## config.mk

```make
export PLATFORM = sky130hd
export DESIGN_NAME = addsub4_alu
export DESIGN_NICKNAME = d
export VERILOG_FILES = /design/src/rtl/addsub4_alu.sv
export SDC_FILE = /design/constraint.sdc
export NUM_CORES = 1
export LEC_CHECK = 0
export ABC_AREA = 1
export CAP_MARGIN = 20
export CORE_MARGIN = 2
export CORE_UTILIZATION = 40
export CTS_BUF_LIST = sky130_fd_sc_hd__clkbuf_2 sky130_fd_sc_hd__clkbuf_4 sky130_fd_sc_hd__clkbuf_8
export DETAILED_ROUTE_END_ITERATION = 12
export PLACE_DENSITY = 0.74
export SLEW_MARGIN = 5
export SYNTH_ARGS = -nofsm -noshare
export SYNTH_HDL_FRONTEND = slang
export SYNTH_SLANG_ARGS = --single-unit
export TNS_END_PERCENT = 100
```

## constraint.sdc

```tcl
create_clock -name clk -period 1.9 [get_ports clk]
set_input_delay 0.38 -clock clk [delete_from_list [all_inputs] [get_ports clk]]
set_output_delay 0.38 -clock clk [all_outputs]
set_load 0.02 [all_outputs]
```

## src/rtl/addsub4_alu.sv

```systemverilog
// Registered adder/subtractor with carry, borrow, zero and signed-overflow flags.
// The core sum uses 4-bit carry-lookahead groups rippling into each other.
module addsub4_alu #(
    parameter int WIDTH = 4
) (
    input  logic             clk,
    input  logic             rst_n,
    input  logic [WIDTH-1:0] A,
    input  logic [WIDTH-1:0] B,
    input  logic             C0,
    input  logic             AS,
    output logic [WIDTH-1:0] F,
    output logic             C4,
    output logic             CF,
    output logic             ZF,
    output logic             OF
);

    localparam int NGROUPS = (WIDTH + 3) / 4;
    localparam int PWIDTH  = NGROUPS * 4;

    // Group carries from generate/propagate; every carry is a flat two-level term.
    function automatic logic [3:0] cla4_carries(
        input logic [3:0] g,
        input logic [3:0] p,
        input logic       cin
    );
        logic [3:0] c;
        c[0] = g[0] | (p[0] & cin);
        c[1] = g[1] | (p[1] & g[0]) | (p[1] & p[0] & cin);
        c[2] = g[2] | (p[2] & g[1]) | (p[2] & p[1] & g[0]) | (p[2] & p[1] & p[0] & cin);
        c[3] = g[3] | (p[3] & g[2]) | (p[3] & p[2] & g[1]) | (p[3] & p[2] & p[1] & g[0])
             | (p[3] & p[2] & p[1] & p[0] & cin);
        return c;
    endfunction

    logic [WIDTH-1:0]  bx_s;
    logic [PWIDTH-1:0] g_s;
    logic [PWIDTH-1:0] p_s;
    logic [PWIDTH:0]   carry_s;
    logic [WIDTH-1:0]  sum_s;
    logic              cout_s;
    logic              ovf_s;

    // Operand conditioning and carry-lookahead sum; padded bits stay 0 above the MSB.
    always_comb begin
        bx_s             = B ^ {WIDTH{AS}};
        g_s              = '0;
        p_s              = '0;
        g_s[WIDTH-1:0]   = A & bx_s;
        p_s[WIDTH-1:0]   = A ^ bx_s;
        carry_s          = '0;
        carry_s[0]       = C0;
        for (int k = 0; k < NGROUPS; k++) begin
            carry_s[4*k+1 +: 4] = cla4_carries(g_s[4*k +: 4], p_s[4*k +: 4], carry_s[4*k]);
        end
        sum_s  = p_s[WIDTH-1:0] ^ carry_s[WIDTH-1:0];
        cout_s = carry_s[WIDTH];
        ovf_s  = carry_s[WIDTH] ^ carry_s[WIDTH-1];
    end

    // Output registers; reset leaves a zero result so ZF tracks F at all times.
    always_ff @(posedge clk) begin
        if (!rst_n) begin
            F  <= '0;
            C4 <= 1'b0;
            CF <= 1'b0;
            ZF <= 1'b1;
            OF <= 1'b0;
        end else begin
            F  <= sum_s;
            C4 <= cout_s;
            CF <= cout_s ^ AS;
            ZF <= (sum_s == '0);
            OF <= ovf_s;
        end
    end

endmodule

```

Yosys cells after proc, flatten, opt, wreduce, memory -nomap -nowiden --
Index checks and enable logic that the tools add are counted.
Operators by class: bitwise operators 32, reduce and logical (&&, ||, !) cells 1
Operators with widths (count):
- bitwise AND 1 bit | 16
- bitwise XOR 4 bit | 3
- OR 1 bit | 10
- bitwise AND 4 bit | 1
- logical NOT 4 bit | 1
- bitwise XOR 1 bit | 2
Word-level totals: register bits 8, bits of input ports 12, output and inout port bits 8, logic and storage cells 38

Depth between registers and ports, before layout --
word-level depth 8, mapped depth 11, mapped depth without buffers 10

Worst setup path after synthesis --
Ideal clock, no wire load.
kind in2reg, start in AS, end reg ZF, setup time 0.112 ns, arrival time 1.519 ns, data required time 1.788 ns, setup slack 0.269 ns, stages 9, buffers on the path 1, cell sequence buf_2 > xnor2_1 > inv_1 > ha_1 > nand4_1 > nand3_2 > nand2_2 > nor2_2 > nor2_2
Between the ends: longest elaborated chain between the ends 8, elaborated cells between the ends (all ways) 20, classes of those cells 19 x bitwise; 1 x reduce/logical
Ends and longest elaborated chain:
- start: declaration | line 11 | input logic AS,
- bitwise XOR 4 bit (*) | line 47 | bx_s = B ^ {WIDTH{AS}};
- bitwise XOR 4 bit / bitwise AND 4 bit (equally long branches) | line 51, 50
- bitwise AND 1 bit | line 31 | c[2] = g[2] | (p[2] & g[1]) | (p[2] & p[1] & g[0]) | (p[2] & p[1] & p[0] & cin);
- OR 1 bit / bitwise AND 1 bit (equally long branches) (2 in series) | line 31
- OR 1 bit | line 31
- bitwise XOR 4 bit (*) | line 57 | sum_s = p_s[WIDTH-1:0] ^ carry_s[WIDTH-1:0];
- logical NOT 4 bit (*) | line 74 | ZF <= (sum_s == '0);
- end signal: assignment | line 74
- end: declaration | line 15 | output logic ZF,
Every way passes the cells marked *; elsewhere a longest branch is shown, timed or not. A chain may end at the register's enable or synchronous reset.

Final worst setup path --
start in B[0], end reg ZF
Between the ends: longest elaborated chain between the ends 7, elaborated cells between the ends (all ways) 17, classes of those cells 16 x bitwise; 1 x reduce/logical
Ends and longest elaborated chain:
- start: declaration | line 9 | input logic [WIDTH-1:0] B,
- bitwise XOR 4 bit (*) | line 47
- bitwise AND 4 bit / bitwise XOR 4 bit (equally long branches) | line 50, 51
- bitwise AND 1 bit (on tied branches) | line 30, 31
- OR 1 bit, or another cell as far along | line 30 | c[1] = g[1] | (p[1] & g[0]) | (p[1] & p[0] & cin);
- OR 1 bit (on tied branches) | line 30, 31
- bitwise XOR 4 bit (*) | line 57
- logical NOT 4 bit (*) | line 74
Marked as above.

==> qor.txt <==
Status: finished clean
Die Span Y: 40.0 um
CTS clk-pin slew, worst paths: 50 ps
Synth area leaders: dfxtp_1 31%, ha_1 9.6%, inv_1 8.7%, nand3_2 5.8%, nand2_1 5.8%
Most common cell in the netlist: inv_1
Slowest Stage Delay on Critical Path: 500 ps
Maximum buffer depth of the clock tree: 2
Inst Count DP: 103
RSZ-0062 raised after global routing: false
Vias: 500
Pre-CTS WS: -310 ps
Critical Path RT: 2050 ps
Row cnt: 12
GRT busiest layer: met2
Post-Syn Area: 519 um^2
Final Setup Violations: 0
Global-route met3 utilization: 1.67%
Share of cells above drive strength 1: 19.6%
Hold depth: 4
Largest net degree at the start of global routing: 7
CP Cell Sequence: clkdlybuf4s50_1 > xnor2_2 > inv_1 > ha_1 > nand4_1 > nand3_2 > nand2_2 > nor2_2 > nor2_2
Arr. time, crit path: 1890 ps
PD cells: 773 nW/um^2
CTS H-Tree Depth: 1
Core ar.: 1160 um^2
Post-DR vias/cell: 4.72
EDFF count, synth: 0
Chip Width: 40.0 um
Overflow after GRT: 0
Final Cycle Share: 91.8%
Yosys cell types: 16
Pleak: 0.382 nW
Worst-path cell with the longest stage delay: clkdlybuf4s50_1
HPWL after detailed placement: 887 um
Transition time of the tightest slew-check pin: 270 ps
Pins over their slew limit: 0
NumNets Final: 111
DRC errors left: 0
WHS: 728 ps
Non-Filler Instances: 106
Post-synthesis sequential area ratio: 30.8%
DP Area: 744 um^2
Synth top cells by count: 12 x inv_1, 8 x dfxtp_1, 8 x nand2_1
First-pass GRT wire length: 1740 um
ANT cells: 0
Final antenna-violating net count: 0
Port-buffer cells: 19
Tmin final: 1740 ps
FF+latch area: 160 um^2
Buf/Inv on CP: 2
First drt pass iteration count: 6
Max Cap Viol: 0
GPL Wtd Cong: 0.910
Hold path start: AS
Synth Warn #: 0
Fillers: 94
Synth top area share: 30.8%
F_max: 573 MHz
CTS Buf Count: 3
Total global-route track usage: 16.7%
Main flop type after synthesis: dfxtp_1
Crit Path Class: input port to flip-flop
Syn_nets: 85
Routed len/inst: 9.48 um
Worst Path Max Fanout: 2
Area grow syn2layout: 49.4%
Post-CTS Setup Bufs: 0
Vias in the first global route: 415
Final wirelength: 1010 um
Top cell family by delay on the critical path: buffers and inverters
Final Power: 0.000599 W
Crit. End Element: flip-flop
Max VDD drop: 0.310 mV
Worst setup margin: 155 ps
Area of the multi-input gates: 319 um^2
Hold Vio Cnt, Final: 0
CTS sink cnt: 8
CP startpoint kind: input port
Fraction of registers with async set/reset: 0%
Flops & latches, synth: 8
Antenna violations before repair: 0
Met1 Use GR: 18.7%
Die area: 1600 um^2
Post-Layout Inst Area: 776 um^2
Initial drt markers: 8
Worst min-delay path class: input port to flip-flop
Cells after synthesis: 68
CTS tree: done
Root buf cell: clkbuf_4
Io pins: 20
Hold endpoint: CF$_SDFF_PN0_
Syn avg cell area: 7.64 um^2
Max transition margin: 82.0%
Initial Util: 44.9%
GR met2 Demand/Resource: 28.6%
Crit-path most repeated cell: nor2_2
Area leader, netlist: dfxtp_1
-- sequential cells by signal, summed over array words and instances (netlist names) --
name  flops
F         4
C4        1
CF        1
OF        1
ZF        1
-- power breakdown --
part | total, W | switching, W | leakage, nW | internal [W]
clock | 0.000126 | 0.0000538 | 0.0138 | 0.0000720
combinational | 0.000273 | 0.000142 | 0.302 | 0.000131
sequential | 0.000201 | 0.00000592 | 0.0668 | 0.000195
total | 0.000599 | 0.000201 | 0.382 | 0.000398
-- metrics by stage --
step / TNS (ps) / util [%]
3_3_place_gp: -1080 / 64.4
2_1_floorplan: 0 / -
5_1_grt: 0 / 67.1
3_5_place_dp: -1540 / 64.4
4_1_cts: 0 / 66.9
6_report: 0 / 67.1
-- repair_timing --
item | 4_1_cts | 5_1_grt
setup endpoints to repair | 3 | 1
hold buffers | 0 | 0
pin swaps | 0 | 2
resized for setup | 2 | 1
-- tightest hold or removal path, delay by kind of cell --
kind / cells / cell delay, ps
AND/OR/NAND/NOR: 1 / 90
buffers and inverters: 2 / 430
AO/OA/AOI/OAI: 1 / 40
-- kinds of logic after synthesis --
family,after synthesis,share of synthesized area [%]
AOI/OAI and AO/OA,6,6.51
xor gates and xnor gates,5,8.44
adders and majority gates,5,13.5
buffers and inverters,13,9.64
DFF,8,30.8
and+or+nand+nor,31,31.1
-- area by class of cell --
| cell class | instances | area share [%] |
|---|---|---|
| flip-flops and latches | 8 | 20.6 |
| clock buffers | 3 | 2.90 |
| well taps | 14 | 2.26 |
| repair buffers | 22 | 27.3 |
| inverters | 12 | 5.81 |
| multi-input cells | 47 | 41.1 |
-- cells in the final DEF (no fill, tap or decap), types with 2 or more instances in the layout --
| cell | netlist | routed |
|---|---|---|
| clkdlybuf4s50_1 | 0 | 18 |
| inv_1 | 12 | 12 |
| dfxtp_1 | 8 | 8 |
| nand2_1 | 8 | 8 |
| nor2_1 | 7 | 6 |
| nand3_1 | 5 | 5 |
| a21oi_1 | 5 | 5 |
| nand2_2 | 4 | 4 |
| ha_1 | 4 | 4 |
| xor2_1 | 3 | 3 |
| nand3_2 | 3 | 3 |
| nor2_2 | 2 | 3 |
| clkbuf_4 | 0 | 3 |
| buf_4 | 0 | 3 |
| nand4_1 | 2 | 2 |
-- worst max path at each step --
| stage | to | depth (start not counted) | slack (ps) | from |
|---|---|---|---|---|
| 5_1_grt | ZF$_SDFF_PN1_ | 8 | 20 | B[2] |
| 2_1_floorplan | ZF$_SDFF_PN1_ | 9 | 270 | AS |
| 6_report | ZF$_SDFF_PN1_ | 9 | 160 | B[0] |
| 4_1_cts | OF$_SDFF_PN0_ | 9 | 150 | B[2] |
| 3_5_place_dp | ZF$_SDFF_PN1_ | 9 | -310 | AS |
| 3_3_place_gp | ZF$_SDFF_PN1_ | 9 | -240 | AS |
-- routing by layer --
metal | vias up | wire length [um]
li1 | 263 | -
met1 | 216 | 424
met2 | 19 | 517
met3 | 2 | 42
met4 | 0 | 21
met5 | - | 0
(Power assumes the default switching activity.)
